`config.mk`:
```
export PLATFORM = sky130hd
export DESIGN_NAME = imm_ext_pipe
export DESIGN_NICKNAME = d
export VERILOG_FILES = /design/src/rtl/imm_ext_pipe_pkg.sv /design/src/rtl/imm_ext_pipe_skid_buf.sv /design/src/rtl/imm_ext_pipe.sv
export SDC_FILE = /design/constraint.sdc
export NUM_CORES = 1
export LEC_CHECK = 0
export CORE_MARGIN = 2
export CORE_UTILIZATION = 37
export CTS_BUF_LIST = sky130_fd_sc_hd__clkbuf_8 sky130_fd_sc_hd__clkbuf_16
export DETAILED_ROUTE_END_ITERATION = 8
export SLEW_MARGIN = 15
export SYNTH_ARGS = -nofsm -noshare
export SYNTH_HDL_FRONTEND = slang
export SYNTH_HIERARCHICAL = 1
export SYNTH_SLANG_ARGS = --single-unit
```
`constraint.sdc`:
```
create_clock -name i_clk -period 1.55 [get_ports i_clk]
set_input_delay 0.31 -clock i_clk [delete_from_list [all_inputs] [get_ports i_clk]]
set_output_delay 0.31 -clock i_clk [all_outputs]
set_load 0.01 [all_outputs]
```
`src/rtl/imm_ext_pipe_pkg.sv`:
```
// Shared definitions for the immediate-extension pipe.
// Latency: none. This is a package of types, constants and a pure function.
// Backpressure: not applicable.
//
// Contents: ext_mode_e (extension mode encodings), MAX_W (widest operand the
// helper supports), and ext_calc (extended value plus shift-overflow flag).
package imm_ext_pipe_pkg;

    // The helper works on MAX_W-bit containers, so one function covers every
    // IN_W/OUT_W pairing up to this width.
    localparam int MAX_W = 64;

    typedef enum logic [1:0] {
        EXT_ZERO  = 2'b00,
        EXT_SIGN  = 2'b01,
        EXT_HIGH  = 2'b10,
        EXT_SHIFT = 2'b11
    } ext_mode_e;

    // Returns the out_w-bit extended operand, zero-padded to MAX_W bits.
    // ovf is set only in EXT_SHIFT mode, when an arithmetic shift back by the
    // same amount does not recover the sign-extended input.
    function automatic logic [MAX_W-1:0] ext_calc(
        input  logic [MAX_W-1:0] imm,
        input  ext_mode_e        mode,
        input  int unsigned      shamt,
        input  int unsigned      in_w,
        input  int unsigned      out_w,
        output logic             ovf
    );
        logic [MAX_W-1:0]        in_mask;
        logic [MAX_W-1:0]        out_mask;
        logic [MAX_W-1:0]        zext;
        logic [MAX_W-1:0]        sext;
        logic [MAX_W-1:0]        shl;
        logic [MAX_W-1:0]        shl_se;
        logic signed [MAX_W-1:0] back_s;
        logic [MAX_W-1:0]        back;
        logic [MAX_W-1:0]        res;
        logic                    in_sign;
        logic                    out_sign;

        in_mask  = (in_w  >= MAX_W) ? '1 : ((64'd1 << in_w)  - 64'd1);
        out_mask = (out_w >= MAX_W) ? '1 : ((64'd1 << out_w) - 64'd1);

        zext    = imm & in_mask;
        in_sign = |(zext & (64'd1 << (in_w - 1)));
        sext    = (zext | (in_sign ? ~in_mask : '0)) & out_mask;

        // Shift inside the out_w window, then re-extend the truncated result
        // so the arithmetic right shift sees the out_w-bit sign.
        shl      = (sext << shamt) & out_mask;
        out_sign = |(shl & (64'd1 << (out_w - 1)));
        shl_se   = shl | (out_sign ? ~out_mask : '0);
        // Kept in its own statement so the shift stays arithmetic.
        back_s   = $signed(shl_se) >>> shamt;
        back     = back_s & out_mask;

        res = zext;
        ovf = 1'b0;
        case (mode)
            EXT_ZERO:  res = zext;
            EXT_SIGN:  res = sext;
            EXT_HIGH:  res = (zext << (out_w - in_w)) & out_mask;
            EXT_SHIFT: begin
                res = shl;
                ovf = (back != sext);
            end
        endcase
        return res;
    endfunction

endpackage

```
`src/rtl/imm_ext_pipe_skid_buf.sv`:
```
// Purpose: one-stage valid/ready register with a single skid slot, W bits wide.
// Latency: 1 cycle accept-to-output when unstalled; full 1 word/cycle throughput.
// Backpressure: a word arriving while the output is stalled parks in the skid
//               slot; in_rdy is the registered inverse of skid occupancy, so it
//               has no combinational path from out_rdy.
//
// Ports: core_clk, arst_n (async active-low), in_vld/in_rdy/in_dat (upstream),
//        out_vld/out_rdy/out_dat (downstream).
module imm_ext_pipe_skid_buf #(
    parameter int W = 17
) (
    input  logic         core_clk,
    input  logic         arst_n,
    input  logic         in_vld,
    output logic         in_rdy,
    input  logic [W-1:0] in_dat,
    output logic         out_vld,
    input  logic         out_rdy,
    output logic [W-1:0] out_dat
);

    logic         out_vld_q;
    logic [W-1:0] out_dat_q;
    logic         skid_vld_q;
    logic [W-1:0] skid_dat_q;
    logic         accept;
    logic         load;

    assign in_rdy  = ~skid_vld_q;
    assign accept  = in_vld & in_rdy;
    // Output register may take a new word when empty or being drained.
    assign load    = ~out_vld_q | out_rdy;
    assign out_vld = out_vld_q;
    assign out_dat = out_dat_q;

    always_ff @(posedge core_clk or negedge arst_n) begin
        if (!arst_n) begin
            out_vld_q  <= 1'b0;
            out_dat_q  <= '0;
            skid_vld_q <= 1'b0;
            skid_dat_q <= '0;
        end else if (load) begin
            // With the skid slot full in_rdy is low, so nothing new arrives
            // this cycle and the parked word moves up in order.
            if (skid_vld_q) begin
                out_vld_q  <= 1'b1;
                out_dat_q  <= skid_dat_q;
                skid_vld_q <= 1'b0;
            end else begin
                out_vld_q <= accept;
                if (accept) begin
                    out_dat_q <= in_dat;
                end
            end
        end else if (accept) begin
            skid_vld_q <= 1'b1;
            skid_dat_q <= in_dat;
        end
    end

endmodule

```
`src/rtl/imm_ext_pipe.sv`:
```
// Purpose: registered immediate extender (zero / sign / high / sign-shift) feeding the ALU operand mux.
// Latency: 1 cycle accept-to-o_valid when unstalled; 1 word/cycle throughput.
// Backpressure: one skid slot absorbs the word in flight on a stall; o_ready is registered.
//
// Ports: i_clk, i_rst_n (async active-low); i_valid/o_ready/i_signal/i_mode/i_shamt
//        upstream; o_valid/i_ready/o_signal/o_ovf downstream. o_ovf is only
//        meaningful in shift mode (i_mode 2'b11).
module imm_ext_pipe
    import imm_ext_pipe_pkg::*;
#(
    parameter int IN_W    = 11,
    parameter int OUT_W   = 16,
    parameter int SHAMT_W = 3
) (
    input  logic               i_clk,
    input  logic               i_rst_n,
    input  logic               i_valid,
    output logic               o_ready,
    input  logic [IN_W-1:0]    i_signal,
    input  logic [1:0]         i_mode,
    input  logic [SHAMT_W-1:0] i_shamt,
    output logic               o_valid,
    input  logic               i_ready,
    output logic [OUT_W-1:0]   o_signal,
    output logic               o_ovf
);

    if (OUT_W < IN_W) begin : g_bad_width
        $error("imm_ext_pipe: OUT_W (%0d) must be >= IN_W (%0d)", OUT_W, IN_W);
    end
    if (OUT_W > MAX_W) begin : g_too_wide
        $error("imm_ext_pipe: OUT_W (%0d) exceeds helper width %0d", OUT_W, MAX_W);
    end

    logic [OUT_W-1:0] ext_sig;
    logic             ext_ovf;

    // The result is computed on the input side and stored with the word, so
    // a stalled word keeps its own mode and shift amount.
    always_comb begin
        ext_ovf = 1'b0;
        ext_sig = OUT_W'(ext_calc(MAX_W'(i_signal), ext_mode_e'(i_mode),
                                  32'(i_shamt), IN_W, OUT_W, ext_ovf));
    end

    imm_ext_pipe_skid_buf #(
        .W (OUT_W + 1)
    ) u_skid_buf (
        .core_clk (i_clk),
        .arst_n   (i_rst_n),
        .in_vld   (i_valid),
        .in_rdy   (o_ready),
        .in_dat   ({ext_ovf, ext_sig}),
        .out_vld  (o_valid),
        .out_rdy  (i_ready),
        .out_dat  ({o_ovf, o_signal})
    );

endmodule

```
== After elaboration in Yosys (flattened, before gate mapping) ==
Index checks and enable logic that the tools add are counted.
W data, S select, Z words.

* Output and inout port bits: 19
* Register bits: 36
* Logic and storage cells: 31
* Bits of input ports: 20

* Multiplexer cells: 9
* Shifts and indexed selects: 2
* Equality and inequality tests: 4
* Bitwise logic cells: 7
* Reduce and logical (&&, ||, !) cells: 5

{| class="wikitable"
|+ Operator list
! operator !! count
|-
| $mux W64 || 1
|-
| $or A16 B64 Y64 || 1
|-
| $pmux W16 S4 || 1
|-
| $sshr A64 B3 Y16 || 1
|-
| $mux W17 || 2
|-
| $mux W16 || 1
|-
| $ne A16 B16 Y1 || 1
|-
| $or A11 B16 Y16 || 1
|-
| $shl A16 B3 Y16 || 1
|-
| $eq A2 B2 Y1 const B || 2
|-
| $mux W1 || 4
|-
| $reduce_and A2 Y1 || 2
|-
| $reduce_bool A2 Y1 || 2
|-
| $not A1 Y1 || 3
|-
| $eq A2 B1 Y1 const B || 1
|-
| $logic_not A2 Y1 || 1
|-
| $and A1 B1 Y1 || 1
|-
| $or A1 B1 Y1 || 1
|}

== Logic depth before layout (Yosys ltp) ==
Gate-level depths: netlist of run 1.

* Depth in word-level cells: 10
* Mapped depth: 8

== Modules after synthesis ==
Netlist of run 1, hierarchy kept.

{| class="wikitable"
|+ Modules (own cells, without submodules)
! module !! cells an instance !! instances !! sequential area each (sq um) !! area an instance (sq um)
|-
| imm_ext_pipe_skid_buf || 99 || 1 || 900.9 || 1581.5
|-
| imm_ext_pipe || 92 || 1 || 0.0 || 676.9
|}

== Worst setup path after synthesis of run 1 ==
No wires, ideal clock.

* Path kind: input to register
* From: input i_shamt[1]
* To: register u_skid_buf.out_dat_q[7], in the netlist u_skid_buf/out_dat[7]
* Arrival time: 1.848 ns
* Buffers on the path: 2
* Setup time: 0.125 ns
* Required time: 1.425 ns
* Slack: -0.423 ns
* Cell stages on the path: 8
* Path through: buf_6 buf_8 mux2_4 mux2i_1 o22ai_1 a221o_1 mux2_2 mux2_2

* Cells in the longest elaborated chain, start to end: 4

{| class="wikitable"
|+ Ends and longest elaborated chain
! what !! line !! RTL
|-
| start: declaration || imm_ext_pipe.sv:21 || <nowiki>input logic [SHAMT_W-1:0] i_shamt,</nowiki>
|-
| $shl A16 B3 Y16 || imm_ext_pipe_pkg.sv:52 || <nowiki>shl = (sext << shamt) & out_mask;</nowiki>
|-
| $pmux W16 S4 || imm_ext_pipe_pkg.sv:61 || <nowiki>case (mode)</nowiki>
|-
| named net ext_sig[7] || imm_ext_pipe.sv:35 || <nowiki>logic [OUT_W-1:0] ext_sig;</nowiki>
|-
| $mux W17 || imm_ext_pipe_skid_buf.sv:51 || <nowiki>if (accept) begin</nowiki>
|-
| $mux W17 || imm_ext_pipe_skid_buf.sv:45 || <nowiki>if (skid_vld_q) begin</nowiki>
|-
| end signal: assignment || imm_ext_pipe_skid_buf.sv:47 || <nowiki>out_dat_q <= skid_dat_q;</nowiki>
|-
| end signal: assignment || imm_ext_pipe_skid_buf.sv:52 || <nowiki>out_dat_q <= in_dat;</nowiki>
|-
| end: declaration || imm_ext_pipe_skid_buf.sv:23 || <nowiki>logic [W-1:0] out_dat_q;</nowiki>
|}

The timed path passes the listed nets, and every way through them passes these cells. The select of a mux whose other input is x is not followed.
A chain may end at the register's enable or synchronous reset.

== Worst setup path in the final report of run 1 ==
* From: input i_shamt[1]
* To: register u_skid_buf.out_dat_q[9], in the netlist u_skid_buf/out_dat[9]

The elaborated chain is that of the path after synthesis.

==> results.md, run 1 <==
* Sequential share of the synthesized area at 39.9%
* Die area at 6740 sq um
* Data arrival, critical path at 1.97 ns
* Compound-cell area share of the yosys netlist at 11.5%
* Post-synth EDFFs at 0
* Layout cells sized above 1 at 56.5%
* Cts hold-fix bufs at 0
* Clk pin slew, worst setup/hold paths at 0.08 ns
* Clock Tree Buf Depth at 2
* IO buf count at 38
* Synth Area per Inst at 11.8 sq um
* Failing checks: setup timing
* Most frequent cells after synthesis: mux2_2, dfrtp_1, nand2_1
* Mapped Area at 2260 sq um
* Worst Setup Path Type: input port to flop
* CP max stage delay at 0.32 ns
* Hold Path Class: input port to asynchronous set/reset pin
* First-pass DRT Iterations at 4
* Starting Density at 38.1%
* CTS Buf Count at 5
* Most common cell in the netlist: mux2_2
* CTS tree: built
* Flop2flop setup slack at 0.13 ns
* Die height at 82.1 microns
* Synth area leader: dfrtp_1
* Vias at 1,924
* Chip width at 82.1 microns
* Critical path launch point type: input port
* Critical R2R Capture: u_skid_buf/skid_dat_q[13]
* Via/cell ratio at 5.45
* Area grow syn2layout at 55.5%
* Combinational family with the most area after synthesis: multiplexers
* Dpl ws at -1.07 ns
* Iteration-0 DRC Markers at 105
* DRC at 0
* I/O pin cnt at 39
* Worst path slowest cell: mux2_4
* Core footprint at 5920 sq um
* Maximum vdd ir drop at 0.000408 V
* Slew headroom at 78.3%
* Unrepaired setup endpoints after global routing: true
* Status: complete, but fails checks
* Initial antenna violation count at 0
* Slew Viols, Final at 0
* Cell repeated most along the worst path: mux2_4
* Yosys reg bits at 36
* Crit path from: i_shamt[1]
* Setup Viol. Count Final at 16
* XOR/XNOR share of the synthesized area at 0%
* Asr flop ratio synth at 100%
* Maximum clock frequency at 556 MHz
* Post-synthesis mux area share at 34.7%
* Global route overflow at 0
* Reg2reg path depth at 4
* Post-synth top area share at 39.9%
* Adder-Cell Fraction of Synth Area at 0%
* Crit path required time at 1.72 ns
* Synth Flop Type: dfrtp_1
* Critical-path maximum fanout at 5
* Warning count from the yosys run at 6
* Ant. Diodes at 0
* Clock Latency Late Sink at 0.29 ns
* Vias in the first global route at 2,002
* Pleak at 1.59 nW
* Synth Net Count at 211
* Fin crit period at 1.80 ns
* Simple-Gate Fraction of Synth Area at 8.75%
* Number of library cell types mapped by synthesis at 45
* Critical path destination: u_skid_buf/out_dat[9]
* Total chip power at 3.19 mW
* Syn Inst Count at 191
* Largest net degree at the start of global routing at 37
* Hold Fails Final Rpt at 0
* Hpwl dp at 4110 microns
* P per Cell Area at 910 nW/um^2
* Clock sinks at 36
* Routed wire length at 6290 microns
* Final Wtd Congestion at 0.953
* First-pass GRT wire length at 10,100 microns
* CP cell instances: buf_8 -> buf_12 -> mux2_4 -> mux2i_4 -> a2111oi_2 -> a221o_1 -> mux2_4 -> mux2_4
* Site Rows at 28
* Max Cap Viol at 0
* Wirelength per Cell at 17.8 microns
* Worst Skew at 0.00617 ns
* Crit. End Element: flop
* Clk root buf: clkbuf_8
* Worst r2r src: u_skid_buf/skid_vld_q
* Overall Global Routing Usage at 19.7%
* Final ANT Viol Nets at 0
* Actual slew at the worst max-slew pin at 0.323 ns
* Final-stage net count at 298
* Post-route worst setup slack at -0.247 ns
* Final Cycle Share at 116%
* H-tree depth at 2
* Synth area leaders: dfrtp_1, mux2_2, mux2i_1
cell usage in the layout, fill, tap and decap left out, drive strengths merged, types with 2 or more instances in the layout:
master | Yosys | final
a2111oi | 2 | 2
a211oi | 2 | 2
a21o | 2 | 2
a221o | 4 | 4
buf | 10 | 57
clkbuf | 2 | 8
clkdlybuf4s15 | 0 | 8
clkdlybuf4s50 | 0 | 18
clkinv | 1 | 2
dfrtp | 36 | 36
dlygate4sd2 | 0 | 4
dlymetal6s2s | 0 | 2
inv | 3 | 4
mux2 | 59 | 59
mux2i | 10 | 10
nand2 | 13 | 13
nand2b | 3 | 3
nor2 | 10 | 10
nor2b | 4 | 4
nor3 | 3 | 3
o21ai | 2 | 2
o221ai | 3 | 3
o22ai | 2 | 2
o2bb2ai | 3 | 3
per-layer routing:
layer / part of all wire (%) / vias up / GRT usage, %
li1: - / 894 / -
met2: 47 / 51 / 31.7
met1: 46 / 964 / 26.7
met3: 4.6 / 15 / 3.48
met5: 0 / - / 0
met4: 2.3 / 0 / 7.00
worst max-delay path: cells and delay by family:
| kind | cells | cell delay, ns |
|---|---|---|
| buf+inv | 2 | 0.24 |
| mux | 4 | 1.03 |
| compound gates | 2 | 0.38 |
sequential cells by signal, indices dropped and copies added (netlist names):
signal	count
u_skid_buf/out_vld	1
u_skid_buf/skid_dat_q	17
u_skid_buf/out_dat	17
u_skid_buf/skid_vld_q	1
per-stage QoR:
step	hold slack (ns)	TNS [ns]	instances	util, %	area (sq um)
final	0.393	-2.32	353	59.3	3510
after global placement	0.482	-23.93	336	51.1	3030
after global routing	0.420	-2.95	353	59.3	3510
after CTS	0.407	-2.27	352	57.8	3420
after floorplan	0.0144	-3.64	191	-	2290
after detailed placement	0.490	-24.27	336	51.1	3030
layout make-up:
type,instances,area (sq um)
fillers,469,2410
clock buffers,5,68.8
repair buffers,92,885
clock inverters,2,8.76
multi-input cells,139,1540
flip-flops and latches,36,902
well taps,75,93.8
inverters,4,16.3
what timing repair did:
action | 4_1_cts | 5_1_grt
cloned | 1 | 0
gates resized for setup | 95 | 31
endpoints found under the setup margin | 36 | 25
setup buffers | 9 | 4
pin swaps | 9 | 9
worst min-delay path by stage:
| stage | start | to | slack [ns] | depth (start not counted) |
|---|---|---|---|---|
| after floorplan | i_rst_n | u_skid_buf/out_dat[0] | 0.01 | 0 |
| after global routing | i_rst_n | u_skid_buf/skid_dat_q[2] | 0.42 | 2 |
| final | i_rst_n | u_skid_buf/skid_dat_q[2] | 0.39 | 2 |
| after global placement | u_skid_buf/skid_dat_q[14] | u_skid_buf/skid_dat_q[14] | 0.48 | 1 |
| after detailed placement | u_skid_buf/skid_dat_q[3] | u_skid_buf/skid_dat_q[3] | 0.49 | 1 |
| after CTS | i_rst_n | u_skid_buf/out_dat[5] | 0.41 | 2 |
logic make-up after synthesis:
group,after synthesis
compound gates,32
simple gates,38
flops,36
buf+inv,16
mux,69
where the power goes:
part           internal [mW]  switching [mW]  leakage [nW]
Sequential              1.16           0.115         0.447
Combinational          0.794           0.484          1.10
Clock                  0.299           0.341        0.0452
Total                   2.25           0.941          1.59
Power figures use the tool's default switching activity.
==> inputs of run 2 (changes only) <==
--- a/config.mk
+++ b/config.mk
@@ -9,6 +9,7 @@
 export CORE_UTILIZATION = 37
 export CTS_BUF_LIST = sky130_fd_sc_hd__clkbuf_8 sky130_fd_sc_hd__clkbuf_16
 export DETAILED_ROUTE_END_ITERATION = 8
+export GPL_TIMING_DRIVEN = 0
 export SLEW_MARGIN = 15
 export SYNTH_ARGS = -nofsm -noshare
 export SYNTH_HDL_FRONTEND = slang
==> run 2 against run 1 <==
Effect of this change:
- the run still ends with setup timing left
- setup slack worse by 0.084 ns
- maximum frequency shrank 4.5%
- register-to-register slack about the same
- wire length down 2.8%
- global-route usage decreased by 1.0 points
- clock power down 5.0%
- via count down 3.0%
==> results.md, run 2 (same netlist as run 1, synthesis figures left out) <==
* Status: complete, but fails checks
* Failing checks: setup timing
* Final Cycle Share at 121% (+5.4 points)
* CP Buf/Inv Count at 2 (unchanged)
* Unrepaired setup endpoints after global routing: true
* Slew Viols, Final at 0 (unchanged)
* Clk pin slew, worst setup/hold paths at 0.07 ns (about the same)
* Hold Fails Final Rpt at 0 (unchanged)
* Global route overflow at 0 (unchanged)
* CP cell instances: buf_12 -> buf_4 -> mux2_4 -> mux2i_4 -> a2111oi_2 -> a221o_1 -> mux2_4 -> mux2_4
* Starting Density at 38.1% (unchanged)
* Setup Viol. Count Final at 19 (+3)
* Flop2flop setup slack at 0.13 ns (about the same)
* IO buf count at 36 (-5.3%)
* Actual slew at the worst max-slew pin at 0.362 ns (+0.0391 ns)
* CP top delay family: multiplexers
* CTS tree: built
* First-pass DRT Iterations at 4 (unchanged)
* Clk root buf: clkbuf_8
* Maximum vdd ir drop at 0.000594 V (+46%)
* Vias at 1,866 (-3.0%)
* DRC at 0 (unchanged)
* WP depth at 8 (unchanged)
* Slew headroom at 75.8% (-2.5 points)
* Final-stage net count at 282 (-5.4%)
* Fin crit period at 1.88 ns (+0.0841 ns)
* Final ANT Viol Nets at 0 (unchanged)
* Initial antenna violation count at 0 (unchanged)
* Critical-path maximum fanout at 8 (+3)
* Hold Path Class: input port to asynchronous set/reset pin
* Worst path slowest cell: mux2_4
* Most common cell after layout, fill and taps aside: dfrtp_1
* Maximum clock frequency at 532 MHz (-4.5%)
* Area grow syn2layout at 50.9%
* Clock sinks at 36 (unchanged)
* Critical path launch point type: input port
* Via/cell ratio at 5.54 (+1.6%)
* Pleak at 1.50 nW (-5.7%)
* Vias in the first global route at 1,882 (-6.0%)
* P per Cell Area at 925 nW/um^2 (+1.7%)
* Layout Utilization at 57.6% (-1.8 points)
* Chip width at 82.1 microns (unchanged)
* Fillers at 498 (+6.2%)
* Die area at 6740 sq um (unchanged)
* Crit path required time at 1.72 ns (about the same)
* I/O pin cnt at 39 (unchanged)
* Site Rows at 28 (unchanged)
* Clock Latency Late Sink at 0.28 ns (about the same)
* Iteration-0 DRC Markers at 218 (+110%)
* Worst Skew at 0.00794 ns (+0.00177 ns)
* Data arrival, critical path at 2.05 ns (+0.08 ns)
* Post-Layout Cell Count at 337 (-4.5%)
* Worst Setup Path Type: input port to flop
* Post-route worst setup slack at -0.331 ns (-0.0841 ns)
* Die height at 82.1 microns (unchanged)
* Ant. Diodes at 0 (unchanged)
* Largest net degree at the start of global routing at 33 (-11%)
* Dpl cells at 303 (-9.8%)
* Reg2reg path depth at 4 (unchanged)
* Max Cap Viol at 0 (unchanged)
* Wirelength per Cell at 18.1 microns (+1.9%)
* H-tree depth at 2 (unchanged)
* Core footprint at 5920 sq um (unchanged)
* Layout cells sized above 1 at 59.2% (+2.7 points)
* Routed wire length at 6120 microns (-2.8%)
* Hpwl dp at 3880 microns (-5.4%)
* Clock Tree Buf Depth at 2 (unchanged)
* CTS Buf Count at 5 (unchanged)
* Hold_ws at 0.373 ns (-0.0202 ns)
* Commonest non-fill, non-tap cells in the layout: dfrtp_1, mux2_4, mux2_2
* CP max stage delay at 0.33 ns (about the same)
* Overall Global Routing Usage at 18.7% (-1.0 points)
* Cell repeated most along the worst path: mux2_4
* Crit. End Element: flop
* First-pass GRT wire length at 9500 microns (-5.8%)
* Final Wtd Congestion at 0.893 (-6.2%)
-- run 2: changes by cell type in the layout (fill, tap and decap cells not counted), moves of 4 or more --
cell and delta:
buf_2 +6, buf_4 -18, buf_6 +4, clkdlybuf4s15_1 -5, clkdlybuf4s15_2 +4
-- run 2: worst register-to-register path: cells and delay by family, from the launching register on --
kind / cells / cell delay, ns
simple gates: 1 / 0.24
buf+inv: 2 / 0.34
mux: 1 / 0.34
flops: 1 / 0.39
-- run 2: routing by layer --
layer	up-vias	wire [microns]	global-route usage, %
met5	-	0	0
met4	0	176	9.17
met3	15	220	2.83
met2	67	2990	29.0
met1	926	2730	25.4
li1	858	-	-
-- run 2: power by group --
group | total, mW | internal [mW] | switching [mW]
Clock | 0.608 | 0.299 | 0.309
Sequential | 1.27 | 1.16 | 0.108
Combinational | 1.27 | 0.787 | 0.488
Total | 3.15 | 2.25 | 0.906
-- run 2: path summary, 6_finish.rpt --
| check | from | end |
|---|---|---|
| max in group asynchronous | i_rst_n | u_skid_buf/skid_dat_q[13] |
| hold reg to reg | u_skid_buf/skid_dat_q[16] | u_skid_buf/skid_dat_q[16] |
| hold / removal | i_rst_n | u_skid_buf/out_dat[11] |
| min in group i_clk | u_skid_buf/skid_dat_q[16] | u_skid_buf/skid_dat_q[16] |
| setup reg to reg | u_skid_buf/skid_vld_q | u_skid_buf/skid_dat_q[3] |
| setup / recovery | i_shamt[1] | u_skid_buf/out_dat[9] |
-- run 2: through the flow --
stage	setup WS [ns]	power, mW	instance area (sq um)	setup TNS (ns)
CTS	-0.266	3.09	3290	-1.96
global route	-0.332	3.34	3410	-3.28
finish	-0.331	3.15	3410	-2.82
floorplan	-0.422	1.84	2290	-3.64
detailed placement	-0.911	2.26	2760	-21.26
global placement	-0.968	2.25	2740	-46.48
-- run 2: final cells by class --
cell class / instances / area [sq um] / area share [%]
multi-input cells: 139 / 1580 / 46.4
flip-flops and latches: 36 / 901 / 26.4
repair buffers: 65 / 592 / 17.4
plain buffers: 11 / 148 / 4.33
well taps: 75 / 93.8 / 2.75
clock buffers: 5 / 68.8 / 2.02
inverters: 4 / 16.3 / 0.477
clock inverters: 2 / 8.76 / 0.257
-- run 2: what timing repair did --
action / CTS / global route
resized for setup: 130 / 23
cloned: 1 / 0
hold endpoints to repair: 4 / 0
pin swaps: 17 / 10
setup endpoints to repair: 36 / 23
buffers inserted: 19 / 10
hold buffers: 1 / 0
==> inputs of run 3 (changes only) <==
--- a/config.mk
+++ b/config.mk
@@ -5,6 +5,7 @@
 export SDC_FILE = /design/constraint.sdc
 export NUM_CORES = 1
 export LEC_CHECK = 0
+export CORE_ASPECT_RATIO = 2
 export CORE_MARGIN = 2
 export CORE_UTILIZATION = 37
 export CTS_BUF_LIST = sky130_fd_sc_hd__clkbuf_8 sky130_fd_sc_hd__clkbuf_16
==> run 3 against run 2 <==
Effect of this change:
- the flow still finishes with violations (setup timing)
- cell area down 0.44%
- clock-buffer cell count unchanged
- clock skew down 0.0057 ns
- via count down 5.0%
- maximum frequency up 1.8%
==> results.md, run 3 (same netlist as run 1, synthesis figures left out) <==
* P per Cell Area at 1010 nW/um^2 (+9.7%)
* Busiest grt layer: met2
* Critical R2R Capture: u_skid_buf/skid_dat_q[6]
* Failing checks: setup timing
* DRC at 0 (unchanged)
* CP max stage delay at 0.33 ns (about the same)
* Hpwl dp at 4180 microns (+7.8%)
* Iteration-0 DRC Markers at 54 (-75%)
* Data arrival, critical path at 2.01 ns (-0.04 ns)
* Slew headroom at 73.2% (-2.6 points)
* Cell repeated most along the worst path: mux2_2
* Maximum clock frequency at 541 MHz (+1.8%)
* Clock sinks at 36 (unchanged)
* First-pass GRT wire length at 9490 microns (about the same)
* Die height at 114 microns (+39%)
* Flop2flop setup slack at 0.11 ns (-0.02 ns)
* Critical path launch point type: input port
* Final Cycle Share at 119% (-2.1 points)
* Grt met1 use at 20.5% (-4.9 points)
* Critical-path maximum fanout at 8 (unchanged)
* Starting Density at 37.9% (-0.22 points)
* Final-stage net count at 274 (-2.8%)
* Slew Viols, Final at 0 (unchanged)
* Final Wtd Congestion at 0.944 (+5.7%)
* Fin crit period at 1.85 ns (-0.0331 ns)
* First-pass DRT Iterations at 4 (unchanged)
* Hold_ws at 0.429 ns (+0.0566 ns)
* IO buf count at 36 (unchanged)
* Clock Tree Buf Depth at 2 (unchanged)
* Max Cap Viol at 0 (unchanged)
* Routed wire length at 6150 microns (+0.51%)
* Clock Latency Late Sink at 0.28 ns (about the same)
* Maximum vdd ir drop at 0.000761 V (+28%)
* H-tree depth at 2 (unchanged)
* Hold Path Class: input port to flop
* Actual slew at the worst max-slew pin at 0.401 ns (+0.0390 ns)
* Area grow syn2layout at 50.2%
* Global route overflow at 0 (unchanged)
* Wirelength per Cell at 19.4 microns (+6.8%)
* CTS Buf Count at 5 (unchanged)
* Critical path destination: u_skid_buf/out_dat[12]
* Most common cell after layout, fill and taps aside: dfrtp_1
* Crit. End Element: flop
* Fillers at 514 (+3.2%)
* Pleak at 1.49 nW (-0.63%)
* Worst r2r src: u_skid_buf/skid_vld_q
* CTS tree: built
* Total chip power at 3.44 mW (+9.2%)
* Ant. Diodes at 0 (unchanged)
* Setup Viol. Count Final at 15 (-4)
* Vias at 1,772 (-5.0%)
* Layout cells sized above 1 at 58.3% (-0.89 points)
* Commonest non-fill, non-tap cells in the layout: dfrtp_1, mux2_2, mux2_4
* Final ANT Viol Nets at 0 (unchanged)
* Unrepaired setup endpoints after global routing: true
* Chip width at 59.2 microns (-28%)
* Clk pin slew, worst setup/hold paths at 0.05 ns (-0.02 ns)
* Hold Fails Final Rpt at 0 (unchanged)
* Worst path slowest cell: a311oi_2
* Crit path from: i_shamt[1]
* Core footprint at 5960 sq um (+0.59%)
* I/O pin cnt at 39 (unchanged)
* Reg2reg path depth at 4 (unchanged)
* Vias in the first global route at 1,914 (+1.7%)
* CP cell instances: buf_12 -> buf_8 -> buf_6 -> a21boi_1 -> a311oi_2 -> a211oi_2 -> a221o_1 -> mux2_2 -> mux2_2
* Met3 usage at 3.84% (+1.0 points)
* Worst Setup Path Type: input port to flop
* Met2 Usage GRT at 31.2% (+2.2 points)
* Crit path required time at 1.71 ns (about the same)
* Site Rows at 40 (+43%)
* Initial antenna violation count at 0 (unchanged)
* Post-route worst setup slack at -0.298 ns (+0.0331 ns)
* Status: complete, but fails checks
* Largest net degree at the start of global routing at 28 (-15%)
* Via/cell ratio at 5.59 (+0.95%)
* Overall Global Routing Usage at 18.7% (+0.081 points)
* Clk root buf: clkbuf_16
* Worst Skew at 0.00221 ns (-0.00573 ns)
* Die area at 6780 sq um (+0.57%)
## run 3: changes by cell type in the layout (fill, tap and decap cells not counted), sizes merged
cell	previous run	this run
buf	47	40
clkdlybuf4s15	7	3
clkbuf	6	8
dlymetal6s2s	0	2
clkdlybuf4s50	19	18
clkinv	2	1
dlygate4sd2	1	0
inv	4	5
nor2b	4	5
## run 3: layer usage
layer | up-vias | routed length, microns
met3 | 16 | 203
met1 | 868 | 2290
met2 | 50 | 3350
li1 | 838 | -
met5 | - | 0
met4 | 0 | 299
## run 3: where the power goes
part / internal (mW) / switching (mW)
logic: 0.757 / 0.485
registers: 1.16 / 0.110
clock network: 0.576 / 0.349
## run 3: layout make-up
class,count,area (sq um),share of cell area [%]
multi-input cells,140,1590,46.9
flip-flops and latches,36,901,26.5
repair buffers,56,523,15.4
plain buffers,11,146,4.31
clock buffers,5,125,3.69
well taps,63,78.8,2.32
inverters,4,17.5,0.516
clock inverters,2,8.76,0.258
## run 3: repair_timing
action / 4_1_cts / 5_1_grt
pin swaps: 13 / 8
hold endpoints to repair: 9 / 0
cloned: 2 / 0
hold buffers: 1 / 0
gates resized for setup: 123 / 33
buffers inserted: 12 / 6
setup endpoints to repair: 35 / 26
## run 3: per-stage QoR
| stage | cells | cell area (sq um) | setup slack [ns] | setup TNS [ns] | utilization [%] |
|---|---|---|---|---|---|
| after detailed placement | 291 | 2740 | -0.960 | -21.51 | 46.0 |
| after CTS | 311 | 3250 | -0.261 | -1.48 | 54.5 |
| after floorplan | 191 | 2290 | -0.422 | -3.64 | - |
| after global placement | 290 | 2730 | -0.977 | -46.31 | 45.8 |
| final | 317 | 3390 | -0.298 | -1.82 | 57.0 |
| after global routing | 317 | 3390 | -0.331 | -2.28 | 57.0 |
## run 3: worst min-delay path by stage
stage | startpoint | to | slack (ns) | depth (start not counted)
after global routing | i_ready | u_skid_buf/skid_vld_q | 0.45 | 4
final | i_ready | u_skid_buf/skid_vld_q | 0.43 | 4
after detailed placement | i_rst_n | u_skid_buf/out_dat[8] | 0.19 | 1
after floorplan | i_rst_n | u_skid_buf/out_dat[0] | 0.01 | 0
after CTS | i_rst_n | u_skid_buf/out_dat[8] | 0.43 | 2
after global placement | u_skid_buf/skid_dat_q[14] | u_skid_buf/skid_dat_q[14] | 0.48 | 1
## run 3: critical path, delay by kind of cell
family                 cells  cell delay (ns)
AO/OA/AOI/OAI              4             0.80
buffers and inverters      3             0.36
multiplexers               2             0.53
